==> config.mk <==
export PLATFORM = sky130hd
export DESIGN_NAME = fetch_unit
export DESIGN_NICKNAME = d
export VERILOG_FILES = /design/src/rtl/fetch_pkg.sv /design/src/rtl/fetch_target_check.sv /design/src/rtl/fetch_unit.sv
export SDC_FILE = /design/constraint.sdc
export NUM_CORES = 1
export LEC_CHECK = 0
export BUFFER_PORTS_ARGS = -buffer_cell sky130_fd_sc_hd__clkbuf_2
export CORE_MARGIN = 1.5
export CORE_UTILIZATION = 41
export DETAILED_ROUTE_END_ITERATION = 7
export PLACE_DENSITY = 0.79
export SLEW_MARGIN = 5
export SYNTH_ARGS = -nofsm -noshare
export SYNTH_HDL_FRONTEND = slang
export SYNTH_SLANG_ARGS = --single-unit
==> constraint.sdc <==
create_clock -name clk -period 3.3 [get_ports clk]
set_input_delay 0.66 -clock clk [delete_from_list [all_inputs] [get_ports clk]]
set_output_delay 0.66 -clock clk [all_outputs]
set_load 0.1 [all_outputs]
==> src/rtl/fetch_pkg.sv <==
// Shared types and instruction constants for the instruction-fetch stage.
package fetch_pkg;

  typedef enum logic [1:0] {
    BOOT  = 2'd0,
    RUN   = 2'd1,
    HALT  = 2'd2,
    FAULT = 2'd3
  } fetch_state_t;

  localparam logic [31:0] INSTR_NOP    = 32'h0000_0013;
  localparam logic [31:0] INSTR_EBREAK = 32'h0010_0073;

endpackage

==> src/rtl/fetch_target_check.sv <==
// Flags a fetch target that is misaligned or outside instruction memory.
// Purely combinational; no flow control.
module fetch_target_check #(
  parameter int unsigned IMEM_WORDS = 1024
) (
  input  logic [31:0] next_pc,
  output logic        illegal
);

  // Compare in 33 bits so IMEM_WORDS up to 2^30 does not overflow the limit.
  localparam logic [32:0] LIMIT = 33'(IMEM_WORDS) << 2;

  assign illegal = (next_pc[1:0] != 2'b00) || ({1'b0, next_pc} >= LIMIT);

endmodule

==> src/rtl/fetch_unit.sv <==
// Instruction-fetch stage: owns the PC, forwards the fetched word to decode, zero-latency.
// PCStall freezes PC/state/counter; HALT and FAULT are terminal until rst.
module fetch_unit
  import fetch_pkg::*;
#(
  parameter logic [31:0] RESET_VECTOR = 32'h0000_0000,
  parameter int unsigned IMEM_WORDS   = 1024
) (
  input  logic        clk,
  input  logic        rst,
  input  logic        PCStall,
  input  logic        PCBranchTaken,
  input  logic [31:0] PCBranchTarget,
  input  logic        PCHaltReq,
  input  logic [31:0] FetchInstr,
  output logic [31:0] PCAddress,
  output logic [31:0] PCPlus4,
  output logic        FetchValid,
  output logic [31:0] FetchInstruction,
  output logic        PCHalted,
  output logic        PCFault,
  output logic [31:0] PCFetchCount
);

  fetch_state_t state_q, state_d;
  logic [31:0]  pc_q, pc_d;
  logic [31:0]  cnt_q, cnt_d;
  logic [32:0]  seq_sum;
  logic [31:0]  next_pc;
  logic         seq_wrap;
  logic         target_illegal;

  assign seq_sum  = {1'b0, pc_q} + 33'd4;
  assign PCPlus4  = seq_sum[31:0];
  assign next_pc  = PCBranchTaken ? PCBranchTarget : PCPlus4;
  // Sequential wrap past the top of the address space lands on 0, which looks legal.
  assign seq_wrap = !PCBranchTaken && seq_sum[32];

  fetch_target_check #(
    .IMEM_WORDS(IMEM_WORDS)
  ) u_target_check (
    .next_pc (next_pc),
    .illegal (target_illegal)
  );

  always_ff @(posedge clk or posedge rst) begin
    if (rst) begin
      state_q <= BOOT;
      pc_q    <= RESET_VECTOR;
      cnt_q   <= 32'd0;
    end else begin
      state_q <= state_d;
      pc_q    <= pc_d;
      cnt_q   <= cnt_d;
    end
  end

  always_comb begin
    state_d = state_q;
    pc_d    = pc_q;
    cnt_d   = cnt_q;
    case (state_q)
      BOOT: state_d = RUN;
      RUN: begin
        if (!PCStall) begin
          cnt_d = cnt_q + 32'd1;
          if (PCHaltReq || (FetchInstr == INSTR_EBREAK)) begin
            state_d = HALT;
          end else if (target_illegal || seq_wrap) begin
            state_d = FAULT;
          end else begin
            pc_d = next_pc;
          end
        end
      end
      default: ;
    endcase
  end

  assign PCAddress        = pc_q;
  assign PCFetchCount     = cnt_q;
  assign FetchValid       = (state_q == RUN);
  assign FetchInstruction = FetchValid ? FetchInstr : INSTR_NOP;
  assign PCHalted         = (state_q == HALT);
  assign PCFault          = (state_q == FAULT);

endmodule

==> insert_results.sql, run 1 <==
INSERT INTO impl_metrics (metric_group, metric, value, unit) VALUES
('floorplan', 'die_ar', '0.00990', 'mm2'),
('power', 'power.density', '302', 'mW/mm2'),
('setup_path', 'crit_type', 'register to register', ''),
('floorplan', 'number_of_top_level_design_ports', '200', ''),
('floorplan', 'chipWidth', '99.5', 'um'),
('setup_path', 'worst-endpoint-arrival', '3.46', 'ns'),
('sta', 'max_freq', '0.308', 'GHz'),
('synthesis', 'yosys_register_bits', '66', ''),
('sta', 'skew', '0.0128', 'ns'),
('layout', 'flow.area_growth_from_synthesis', '54.7', '%'),
('layout', 'num_antenna_cells', '0', ''),
('synthesis', 'synth.top_cells.by_area', 'sky130_fd_sc_hd__dfrtp_1 (43%), sky130_fd_sc_hd__xnor2_1 (10%), sky130_fd_sc_hd__and2_1 (5.4%)', ''),
('synthesis', 'mappedNetlistArea', '0.00382', 'mm2'),
('synthesis', 'cell_types_with_the_highest_counts_after_synthesis', 'sky130_fd_sc_hd__dfrtp_1 (66), sky130_fd_sc_hd__xnor2_1 (45), sky130_fd_sc_hd__and2_1 (33), sky130_fd_sc_hd__nand3_1 (27), sky130_fd_sc_hd__nor2b_1 (23)', ''),
('sta', 'hold_violations', '0', ''),
('synthesis', 'synth_edf_count', '0', ''),
('synthesis', 'share_of_flip_flops_with_an_asynchronous_set_or_reset', '100', '%'),
('floorplan', 'die_height', '99.5', 'um'),
('synthesis', 'synth-seq-area-share', '43.3', '%'),
('route', 'remaining_drc_errors', '0', ''),
('synthesis', 'yosys.area.top_type_share', '43.3', '%'),
('global_routing', 'number_of_global_route_vias_before_repair', '3632', ''),
('setup_path', 'worst_r2r_startpoint', 'PCAddress[21]$_DFFE_PP0P_', ''),
('floorplan', 'start_util', '41.7', '%'),
('sta', 'post-route-period-util', '98.2', '%'),
('layout', 'fin_area', '0.00591', 'mm2'),
('floorplan', 'fp.coreArea', '0.00915', 'mm2'),
('status', 'run_status', 'completed', ''),
('synthesis', 'synthFlopType', 'sky130_fd_sc_hd__dfrtp_1', ''),
('layout', 'multi_input_comb_area', '0.00248', 'mm2'),
('route', 'drt_wl_total', '12.0', 'mm'),
('global_routing', 'grt_first_pass_wirelength', '18.6', 'mm'),
('global_routing', 'grt_max_degree', '67', ''),
('placement', 'gp_congestion', '1.00', ''),
('clocking', 'cts.clk_slew.worst_paths', '0.07', 'ns'),
('setup_path', 'reg2reg_to', 'PCAddress[11]$_DFFE_PP0P_', ''),
('layout', 'post_route_cells_drive_above_1_share', '52.2', '%'),
('clocking', 'h-tree-depth', '3', ''),
('setup_path', 'top_fanout_value_on_the_critical_path', '15', ''),
('setup_path', 'worst_setup_path_endpoint', 'PCAddress[11]$_DFFE_PP0P_', ''),
('power', 'ir_drop', '0.000296', 'V'),
('hold_path', 'timing.hold.worst.class', 'register to register', ''),
('synthesis', 'ys_warn_count', '0', ''),
('setup_path', 'timing.critical_path.max_delay_family', 'simple AND/OR/NAND/NOR gates', ''),
('clocking', 'clock_sinks', '66', ''),
('global_routing', 'grt.total_usage', '24.3', '%'),
('clocking', 'clock_insertion_delay_worst_skew', '0.34', 'ns'),
('setup_path', 'cp_num_buf_inv', '1', ''),
('route', 'route.detailed.wl_per_inst', '16.2', 'um'),
('route', 'num_vias', '3808', ''),
('sta', 'remaining_max_slew_budget_at_the_tightest_pin', '43.8', '%'),
('sta', 'post-route-min-period', '3.24', 'ns'),
('global_routing', 'gr-total-overflow', '0', ''),
('setup_path', 'cp.depth', '9', ''),
('floorplan', 'placementRows', '35', ''),
('sta', 'number_of_max_slew_violations_in_the_final_report', '0', ''),
('synthesis', 'post_synthesis_net_count', '460', ''),
('synthesis', 'synth_area_leader_cell', 'sky130_fd_sc_hd__dfrtp_1', ''),
('placement', 'dpl.hpwl', '9.44', 'mm'),
('setup_path', 'reg2reg_setup_slack', '0.06', 'ns'),
('setup_path', 'worst-r2r-cell-count', '9', ''),
('setup_path', 'required', '3.52', 'ns'),
('clocking', 'ctsRootBufferMaster', 'sky130_fd_sc_hd__clkbuf_8', ''),
('synthesis', 'postSynthAreaPerCell', '9.82', 'um2'),
('synthesis', 'distinct_cell_type_count_after_synthesis', '40', ''),
('sta', 'setup-violations-final', '0', ''),
('sta', 'worst_slew_pin_slew', '0.843', 'ns'),
('setup_path', 'timing.critical_path.from', 'PCAddress[21]$_DFFE_PP0P_', ''),
('sta', 'final.setup.tns', '0', 'ns'),
('global_routing', 'antenna_found_initial', '0', ''),
('flow_run', 'cap_violations', '0', '');
cell families after synthesis:
| logic type | count (synthesis) | synth area share (%) |
|---|---|---|
| XOR/XNOR | 60 | 13.8 |
| AND/OR/NAND/NOR | 199 | 30.1 |
| AO/OA/AOI/OAI | 17 | 3.08 |
| flip-flops | 66 | 43.3 |
| multiplexers | 22 | 6.32 |
| adder cells (fa/ha/maj) | 2 | 0.655 |
| buffers and inverters | 23 | 2.78 |
flip-flops by register name, summed over array words and instances, names as in the netlist:
name	flops
PCFetchCount	32
state_q	2
PCAddress	32
layout by cell type (no fill, tap or decap), types with 13 or more instances in the layout:
cell type / n
sky130_fd_sc_hd__xnor2_1: 26
sky130_fd_sc_hd__dfrtp_1: 43
sky130_fd_sc_hd__dfrtp_2: 23
sky130_fd_sc_hd__and2_1: 33
sky130_fd_sc_hd__nor2b_1: 22
sky130_fd_sc_hd__nor2_1: 18
sky130_fd_sc_hd__nand2_1: 21
sky130_fd_sc_hd__nand3_1: 26
sky130_fd_sc_hd__clkbuf_2: 193
sky130_fd_sc_hd__nand4_1: 13
sky130_fd_sc_hd__nor4_1: 15
sky130_fd_sc_hd__buf_4: 35
layer usage:
metal / track usage (%) / routed length, um
met1: 28.8 / 4630
met2: 43.4 / 6220
met3: 4.99 / 840
met4: 9.32 / 260
met5: 0 / 0
report_power, final:
| part | internal, W | total [W] | switching [W] |
|---|---|---|---|
| clock | 0.000447 | 0.000768 | 0.000320 |
| combinational | 0.0000595 | 0.000193 | 0.000134 |
| sequential | 0.000816 | 0.000825 | 0.00000889 |
| total | 0.00132 | 0.00179 | 0.000463 |
through the flow:
stage / hold WS [ns] / util [%] / setup WS, ns / cells / total power, W
finish: 0.474 / 64.6 / 0.0582 / 736 / 0.00179
global route: 0.496 / 64.6 / -0.0254 / 736 / 0.00185
CTS: 0.484 / 63.9 / 0.0197 / 730 / 0.00180
detailed placement: 0.469 / 61.4 / 0.0359 / 714 / 0.00104
global placement: 0.467 / 61.4 / 0.135 / 714 / 0.00103
floorplan: 0.479 / - / -0.377 / 389 / 0.000958
how the worst min path moves through the flow:
stage,start,end,slack [ns],cells past startpoint
finish,PCFetchCount[31]$_DFFE_PP0P_,PCFetchCount[31]$_DFFE_PP0P_,0.47,1
global route,PCFetchCount[31]$_DFFE_PP0P_,PCFetchCount[31]$_DFFE_PP0P_,0.50,1
CTS,PCFetchCount[31]$_DFFE_PP0P_,PCFetchCount[31]$_DFFE_PP0P_,0.48,1
detailed placement,PCFetchCount[31]$_DFFE_PP0P_,PCFetchCount[31]$_DFFE_PP0P_,0.47,1
global placement,PCFetchCount[31]$_DFFE_PP0P_,PCFetchCount[31]$_DFFE_PP0P_,0.47,1
floorplan,state_q[1]$_DFFE_PP0P_,state_q[1]$_DFFE_PP0P_,0.48,1
cell type report:
| type | count | share of cell area [%] |
|---|---|---|
| clock buffers | 10 | 2.33 |
| clock inverters | 6 | 1.48 |
| inverters | 9 | 0.572 |
| multi-input cells | 300 | 41.9 |
| flip-flops and latches | 66 | 28.4 |
| well taps | 111 | 2.35 |
| repair buffers | 234 | 22.9 |
repair_timing:
item,CTS,global route
hold buffers,0,0
hold endpoints to repair,0,0
endpoints found under the setup margin,0,8
resized for setup,0,0
buffers inserted,0,5
Power figures use the tool's default switching activity.
==> run 2: changes to the inputs <==
- CTS_CLUSTER_SIZE: not set -> 40
- RECOVER_POWER: not set -> 50
- clock period: 3.3 -> 2.7 ns (I/O delays scaled with it)
==> run 2 against run 1 <==
The flow now finishes with violations (negative setup slack). Clock power up 35%. Flip-flop and latch count unchanged. Final cell count up 8.4%. Fmax up 4.4%. Design area up 18%. Total power up 28%. Sequential power up 22%. Count of clock-buffer cells in the layout unchanged. Global-route usage up 5.5 points. Critical path depth up 1. Critical path type unchanged. Largest cell class unchanged.
==> insert_results.sql, run 2 (synthesized netlist as in run 1, its figures left out) <==
INSERT INTO impl_metrics (metric_group, metric, value, unit) VALUES
('status', 'run_status', 'finished, violations left', ''),
('status', 'failed_checks', 'negative setup slack', ''),
('global_routing', 'number_of_global_route_vias_before_repair', '4433', ''),
('clocking', 'tritoncts', 'yes', ''),
('sta', 'remaining_max_slew_budget_at_the_tightest_pin', '21.1', '%'),
('layout', 'post_route_cells_drive_above_1_share', '55.6', '%'),
('sta', 'pnr_worst_setup_slack', '-0.406', 'ns'),
('clocking', 'clk_path_buf_depth', '2', ''),
('layout', 'num_antenna_cells', '0', ''),
('setup_path', 'crit_type', 'register to register', ''),
('route', 'route.detailed.wl_per_inst', '18.2', 'um'),
('route', 'drtAntennaViolNets', '0', ''),
('layout', 'flow.area_growth_from_synthesis', '83.1', '%'),
('hold_path', 'timing.hold.worst.class', 'primary input to asynchronous set/reset pin', ''),
('clocking', 'cts_made_buffers', '9', ''),
('sta', 'number_of_max_slew_violations_in_the_final_report', '0', ''),
('global_routing', 'antenna_found_initial', '0', ''),
('setup_path', 'top_fanout_value_on_the_critical_path', '13', ''),
('sta', 'skew', '0.0165', 'ns'),
('power', 'power.density', '327', 'mW/mm2'),
('sta', 'final.setup.tns', '-12.31', 'ns'),
('clocking', 'clock_insertion_delay_worst_skew', '0.37', 'ns'),
('placement', 'gp_congestion', '0.914', ''),
('floorplan', 'number_of_top_level_design_ports', '200', ''),
('placement', 'port_buffers', '199', ''),
('power', 'cellLeakagePower', '3.43', 'nW'),
('setup_path', 'required', '2.94', 'ns'),
('sta', 'finalHoldWorstSlack', '0.422', 'ns'),
('global_routing', 'grt.total_usage', '29.8', '%'),
('setup_path', 'worst-endpoint-arrival', '3.35', 'ns'),
('power', 'ir_drop', '0.000316', 'V'),
('floorplan', 'start_util', '41.7', '%'),
('sta', 'worst_slew_pin_slew', '1.19', 'ns'),
('placement', 'dpl.hpwl', '10.7', 'mm'),
('floorplan', 'die_height', '99.5', 'um'),
('setup_path', 'critical_path.endpoint_type', 'register', ''),
('sta', 'hold_violations', '0', ''),
('power', 'fin_total_pwr', '0.00229', 'W'),
('route', 'remaining_drc_errors', '0', ''),
('sta', 'setup-violations-final', '77', ''),
('layout', 'fin_nets', '753', ''),
('floorplan', 'fp.coreArea', '0.00915', 'mm2'),
('sta', 'max_freq', '0.322', 'GHz'),
('route', 'detailedRoute.firstIterationViolations', '205', ''),
('floorplan', 'chipWidth', '99.5', 'um'),
('route', 'drt_wl_total', '14.6', 'mm'),
('setup_path', 'timing.critical_path.from', 'PCAddress[14]$_DFFE_PP0P_', ''),
('floorplan', 'die_ar', '0.00990', 'mm2'),
('setup_path', 'cp-start-kind', 'register', ''),
('global_routing', 'grt_max_degree', '38', ''),
('clocking', 'cts.clk_slew.worst_paths', '0.09', 'ns'),
('sta', 'unrepaired_setup_endpoints_after_global_routing', 'true', ''),
('floorplan', 'placementRows', '35', ''),
('global_routing', 'grt_first_pass_wirelength', '22.6', 'mm'),
('sta', 'post-route-min-period', '3.11', 'ns'),
('clocking', 'h-tree-depth', '3', ''),
('route', 'detail_route.first_pass.iterations', '5', ''),
('flow_run', 'cap_violations', '0', ''),
('route', 'num_vias', '4276', ''),
('clocking', 'postCtsHoldBufs', '0', ''),
('sta', 'post-route-period-util', '115', '%'),
('clocking', 'clock_sinks', '66', ''),
('route', 'routed_via_density', '5.36', ''),
('layout', 'mostFrequentLayoutCells', 'sky130_fd_sc_hd__clkbuf_2 (119), sky130_fd_sc_hd__buf_4 (104), sky130_fd_sc_hd__dfrtp_2 (35), sky130_fd_sc_hd__and2_1 (32), sky130_fd_sc_hd__dfrtp_1 (31)', ''),
('global_routing', 'gr-total-overflow', '0', ''),
('layout', 'layout_commonest_cell', 'sky130_fd_sc_hd__clkbuf_2', ''),
('setup_path', 'worst_r2r_startpoint', 'PCAddress[14]$_DFFE_PP0P_', ''),
('setup_path', 'reg2reg_setup_slack', '-0.41', 'ns'),
('clocking', 'ctsRootBufferMaster', 'sky130_fd_sc_hd__clkbuf_8', '');
-- run 2: through the flow --
stage | setup slack [ns] | utilization, % | cells | cell area (um2)
2_1_floorplan | -0.909 | - | 389 | 4390
3_3_place_gp | -0.265 | 71.2 | 770 | 6510
3_5_place_dp | -0.359 | 71.2 | 770 | 6510
4_1_cts | -0.330 | 75.9 | 795 | 6940
5_1_grt | -0.577 | 76.4 | 798 | 6990
6_report | -0.406 | 76.4 | 798 | 6990
-- run 2: layout make-up --
cell class / instances / area [um2]
multi-input combinational: 300 / 2690
timing repair buffer: 296 / 2190
fill: 584 / 2160
sequential: 66 / 1700
tap: 111 / 139
clock buffer: 10 / 128
clock inverter: 6 / 113
inverter: 9 / 33.8
-- run 2: critical path, cell delays in order (launching register included) --
cell	delay, ns
sky130_fd_sc_hd__dfrtp_2	0.41
sky130_fd_sc_hd__buf_4	0.20
sky130_fd_sc_hd__nand4_1	0.17
sky130_fd_sc_hd__nor4_4	0.38
sky130_fd_sc_hd__nand2_2	0.15
sky130_fd_sc_hd__xnor2_4	0.17
sky130_fd_sc_hd__o31a_1	0.29
sky130_fd_sc_hd__a2111o_1	0.44
sky130_fd_sc_hd__nor3_4	0.24
sky130_fd_sc_hd__buf_12	0.18
sky130_fd_sc_hd__mux2_2	0.35
-- run 2: what timing repair did --
item	4_1_cts	5_1_grt
endpoints found under the setup margin	46	51
gates cloned	0	0
resized for setup	26	25
buffers inserted	11	8
pin swaps	12	13
endpoints found under the hold margin	0	0
-- run 2: path summary, 6_finish.rpt --
check | cells after the start | end
setup / recovery | 10 | PCAddress[10]$_DFFE_PP0P_
hold / removal | 2 | PCFetchCount[16]$_DFFE_PP0P_
setup reg to reg | 10 | PCAddress[10]$_DFFE_PP0P_
hold reg to reg | 1 | PCFetchCount[31]$_DFFE_PP0P_
max in group asynchronous | 3 | PCAddress[2]$_DFFE_PP0P_
min in group clk | 1 | PCFetchCount[31]$_DFFE_PP0P_
-- run 2: layer usage --
layer | GRT usage, % | vias to the layer above | routed length [um]
met5 | 0 | - | 0
met4 | 13.2 | 0 | 481
met3 | 6.04 | 42 | 887
met2 | 54.8 | 209 | 7950
met1 | 33.3 | 2066 | 5240
li1 | - | 1959 | -
-- run 2: power breakdown --
part | switching, W | internal (W)
combinational | 0.000164 | 0.0000751
sequential | 0.0000106 | 0.000999
clock | 0.000422 | 0.000617
==> run 3: changes to the inputs <==
- PLACE_DENSITY: 0.79 -> not set
- PLACE_DENSITY_LB_ADDON: not set -> 0.3
==> run 3 against run 2 <==
The flow finishes with violations (max-capacitance violations, max-slew violations, negative setup slack). Final cell count rose by 1.1%. Hold slack improved by 0.065 ns. Fmax fell by 2.9%. Worst setup slack got worse by 0.092 ns. Highest routed layer unchanged. Largest cell class unchanged. Total power fell by 3.1%. Flip-flop and latch count did not move.
==> insert_results.sql, run 3 (synthesized netlist as in run 1, its figures left out) <==
INSERT INTO impl_metrics (metric_group, metric, value, unit) VALUES
('hold_path', 'timing.hold.worst.class', 'register to register', ''),
('layout', 'fin_nets', '762', ''),
('clocking', 'cts.clk_slew.worst_paths', '0.08', 'ns'),
('route', 'routed_via_density', '5.57', ''),
('setup_path', 'reg2reg_to', 'PCAddress[7]$_DFFE_PP0P_', ''),
('layout', 'seq_area', '0.00170', 'mm2'),
('setup_path', 'worst_r2r_startpoint', 'PCAddress[16]$_DFFE_PP0P_', ''),
('setup_path', 'worst-r2r-cell-count', '11', ''),
('power', 'cellLeakagePower', '3.60', 'nW'),
('floorplan', 'die_ar', '0.00990', 'mm2'),
('setup_path', 'critical-path-max-stage-delay', '0.42', 'ns'),
('setup_path', 'timing.critical_path.max_delay_family', 'simple AND/OR/NAND/NOR gates', ''),
('sta', 'skew', '0.0177', 'ns'),
('status', 'failed_checks', 'max-capacitance violations, max-slew violations, negative setup slack', ''),
('route', 'routedLengthMet1', '5.68', 'mm'),
('layout', 'post_route_cells_drive_above_1_share', '56.6', '%'),
('sta', 'remaining_max_slew_budget_at_the_tightest_pin', '-11.2', '%'),
('hold_path', 'timing.hold.worst.start', 'PCFetchCount[6]$_DFFE_PP0P_', ''),
('sta', 'worst_slew_pin_slew', '1.67', 'ns'),
('sta', 'setup-violations-final', '78', ''),
('floorplan', 'placementRows', '35', ''),
('setup_path', 'cp-start-kind', 'register', ''),
('route', 'detailroute.wirelength.met2', '8.65', 'mm'),
('clocking', 'tritoncts', 'yes', ''),
('floorplan', 'chipWidth', '99.5', 'um'),
('setup_path', 'reg2reg_setup_slack', '-0.50', 'ns'),
('route', 'detailedRoute.firstIterationViolations', '236', ''),
('sta', 'hold_violations', '0', ''),
('setup_path', 'cp_num_buf_inv', '3', ''),
('placement', 'port_buffers', '199', ''),
('power', 'fin_total_pwr', '0.00222', 'W'),
('clocking', 'cts_made_buffers', '9', ''),
('setup_path', 'crit_top_cell', 'sky130_fd_sc_hd__buf_6', ''),
('clocking', 'postCtsHoldBufs', '0', ''),
('placement', 'dpl.hpwl', '11.1', 'mm'),
('route', 'remaining_drc_errors', '0', ''),
('layout', 'layout_commonest_cell', 'sky130_fd_sc_hd__clkbuf_2', ''),
('layout', 'n_fill_cell', '512', ''),
('clocking', 'ctsRootBufferMaster', 'sky130_fd_sc_hd__clkbuf_8', ''),
('setup_path', 'timing.critical_path.from', 'PCAddress[16]$_DFFE_PP0P_', ''),
('global_routing', 'grt.total_usage', '29.1', '%'),
('global_routing', 'grt_first_pass_wirelength', '22.4', 'mm'),
('setup_path', 'worst-endpoint-arrival', '3.43', 'ns'),
('clocking', 'clock_insertion_delay_worst_skew', '0.35', 'ns'),
('hold_path', 'hold-path-cell-count', '1', ''),
('floorplan', 'number_of_top_level_design_ports', '200', ''),
('sta', 'number_of_max_slew_violations_in_the_final_report', '67', ''),
('setup_path', 'crit_type', 'register to register', ''),
('route', 'route.detailed.wl_per_inst', '20.0', 'um'),
('route', 'top_layer_used', 'met4', ''),
('global_routing', 'grt_max_degree', '67', ''),
('setup_path', 'critical_path.endpoint_type', 'register', ''),
('setup_path', 'top_fanout_value_on_the_critical_path', '7', ''),
('route', 'num_vias', '4492', ''),
('floorplan', 'die_height', '99.5', 'um'),
('sta', 'post-route-period-util', '118', '%'),
('clocking', 'clk_path_buf_depth', '2', ''),
('hold_path', 'hold_end', 'PCFetchCount[6]$_DFFE_PP0P_', ''),
('status', 'run_status', 'finished, violations left', ''),
('clocking', 'h-tree-depth', '3', ''),
('global_routing', 'gr-total-overflow', '0', ''),
('global_routing', 'antenna_found_initial', '0', ''),
('route', 'drt_wl_total', '16.2', 'mm'),
('sta', 'unrepaired_setup_endpoints_after_global_routing', 'true', ''),
('setup_path', 'critPathSlowestCell', 'sky130_fd_sc_hd__dfrtp_2', ''),
('sta', 'finalHoldWorstSlack', '0.488', 'ns'),
('route', 'met3_wirelength', '1.14', 'mm'),
('floorplan', 'start_util', '41.7', '%'),
('route', 'drtAntennaViolNets', '0', ''),
('route', 'detail_route.first_pass.iterations', '6', ''),
('flow_run', 'cap_violations', '1', ''),
('power', 'power.density', '297', 'mW/mm2'),
('layout', 'multi_input_comb_area', '0.00273', 'mm2'),
('sta', 'post-route-min-period', '3.20', 'ns'),
('layout', 'mostFrequentLayoutCells', 'sky130_fd_sc_hd__clkbuf_2 (118), sky130_fd_sc_hd__buf_4 (78), sky130_fd_sc_hd__buf_12 (54), sky130_fd_sc_hd__dfrtp_2 (35), sky130_fd_sc_hd__and2_1 (32)', ''),
('sta', 'pnr_worst_setup_slack', '-0.499', 'ns'),
('power', 'ir_drop', '0.000290', 'V'),
('clocking', 'clock_sinks', '66', ''),
('placement', 'gp_congestion', '0.904', ''),
('setup_path', 'crit_path_cell_trace', 'nand4_4, buf_4, buf_6, nor4_4, nand4_1, xnor2_4, o31a_1, a2111o_1, nor3_4, buf_6, mux2_1', ''),
('setup_path', 'required', '2.93', 'ns'),
('global_routing', 'number_of_global_route_vias_before_repair', '4434', ''),
('sta', 'max_freq', '0.313', 'GHz'),
('floorplan', 'fp.coreArea', '0.00915', 'mm2'),
('layout', 'num_antenna_cells', '0', ''),
('layout', 'flow.area_growth_from_synthesis', '95.8', '%');
[run 3: changes by cell type in the layout (fill, tap and decap cells not counted), moves of 3 or more]
cell	change
sky130_fd_sc_hd__buf_4	-26
sky130_fd_sc_hd__buf_6	+9
sky130_fd_sc_hd__mux2_1	-4
sky130_fd_sc_hd__buf_12	+29
sky130_fd_sc_hd__nor4_4	+3
sky130_fd_sc_hd__nor2b_1	+3
sky130_fd_sc_hd__mux2_4	+5
[run 3: area by class of cell]
type / count / area share [%]
Timing Repair Buffer: 305 / 35.5
Multi-Input combinational cell: 300 / 36.4
Sequential cell: 66 / 22.7
Clock buffer: 11 / 1.89
Clock inverter: 5 / 1.14
Inverter: 9 / 0.452
Tap cell: 111 / 1.86
[run 3: how the worst max path moves through the flow]
stage | end | slack [ns] | depth (start not counted)
floorplan | PCAddress[3]$_DFFE_PP0P_ | -0.91 | 10
global placement | PCAddress[10]$_DFFE_PP0P_ | -0.51 | 10
detailed placement | PCAddress[11]$_DFFE_PP0P_ | -0.52 | 10
CTS | PCAddress[3]$_DFFE_PP0P_ | -0.33 | 9
global route | PCAddress[7]$_DFFE_PP0P_ | -0.59 | 11
finish | PCAddress[7]$_DFFE_PP0P_ | -0.50 | 11
[run 3: report_power, final]
part	switching (W)	internal, W
clock	0.000412	0.000551
sequential	0.0000114	0.000999
combinational	0.000170	0.0000741
[run 3: timing repair]
action | in CTS | in global routing
endpoints found under the setup margin | 45 | 49
hold endpoints to repair | 0 | 0
resized for setup | 14 | 41
cloned | 0 | 1
setup buffers | 4 | 12
pin swaps | 10 | 16
[run 3: layer usage]
metal  up-vias  track usage, %
met2       284            52.9
met3        61            6.68
met4         0            11.5
li1       1965               -
met5         -               0
met1      2182            33.0
[run 3: through the flow]
step           util (%)  cells  setup slack [ns]  TNS (ns)  area [um2]
6_report           81.7    807            -0.499    -17.60        7480
5_1_grt            81.7    807            -0.585    -27.85        7480
4_1_cts            79.4    796            -0.335     -8.76        7260
3_5_place_dp       75.8    776            -0.522    -13.78        6940
3_3_place_gp       75.8    776            -0.513    -13.74        6940
2_1_floorplan         -    389            -0.909    -30.35        4390
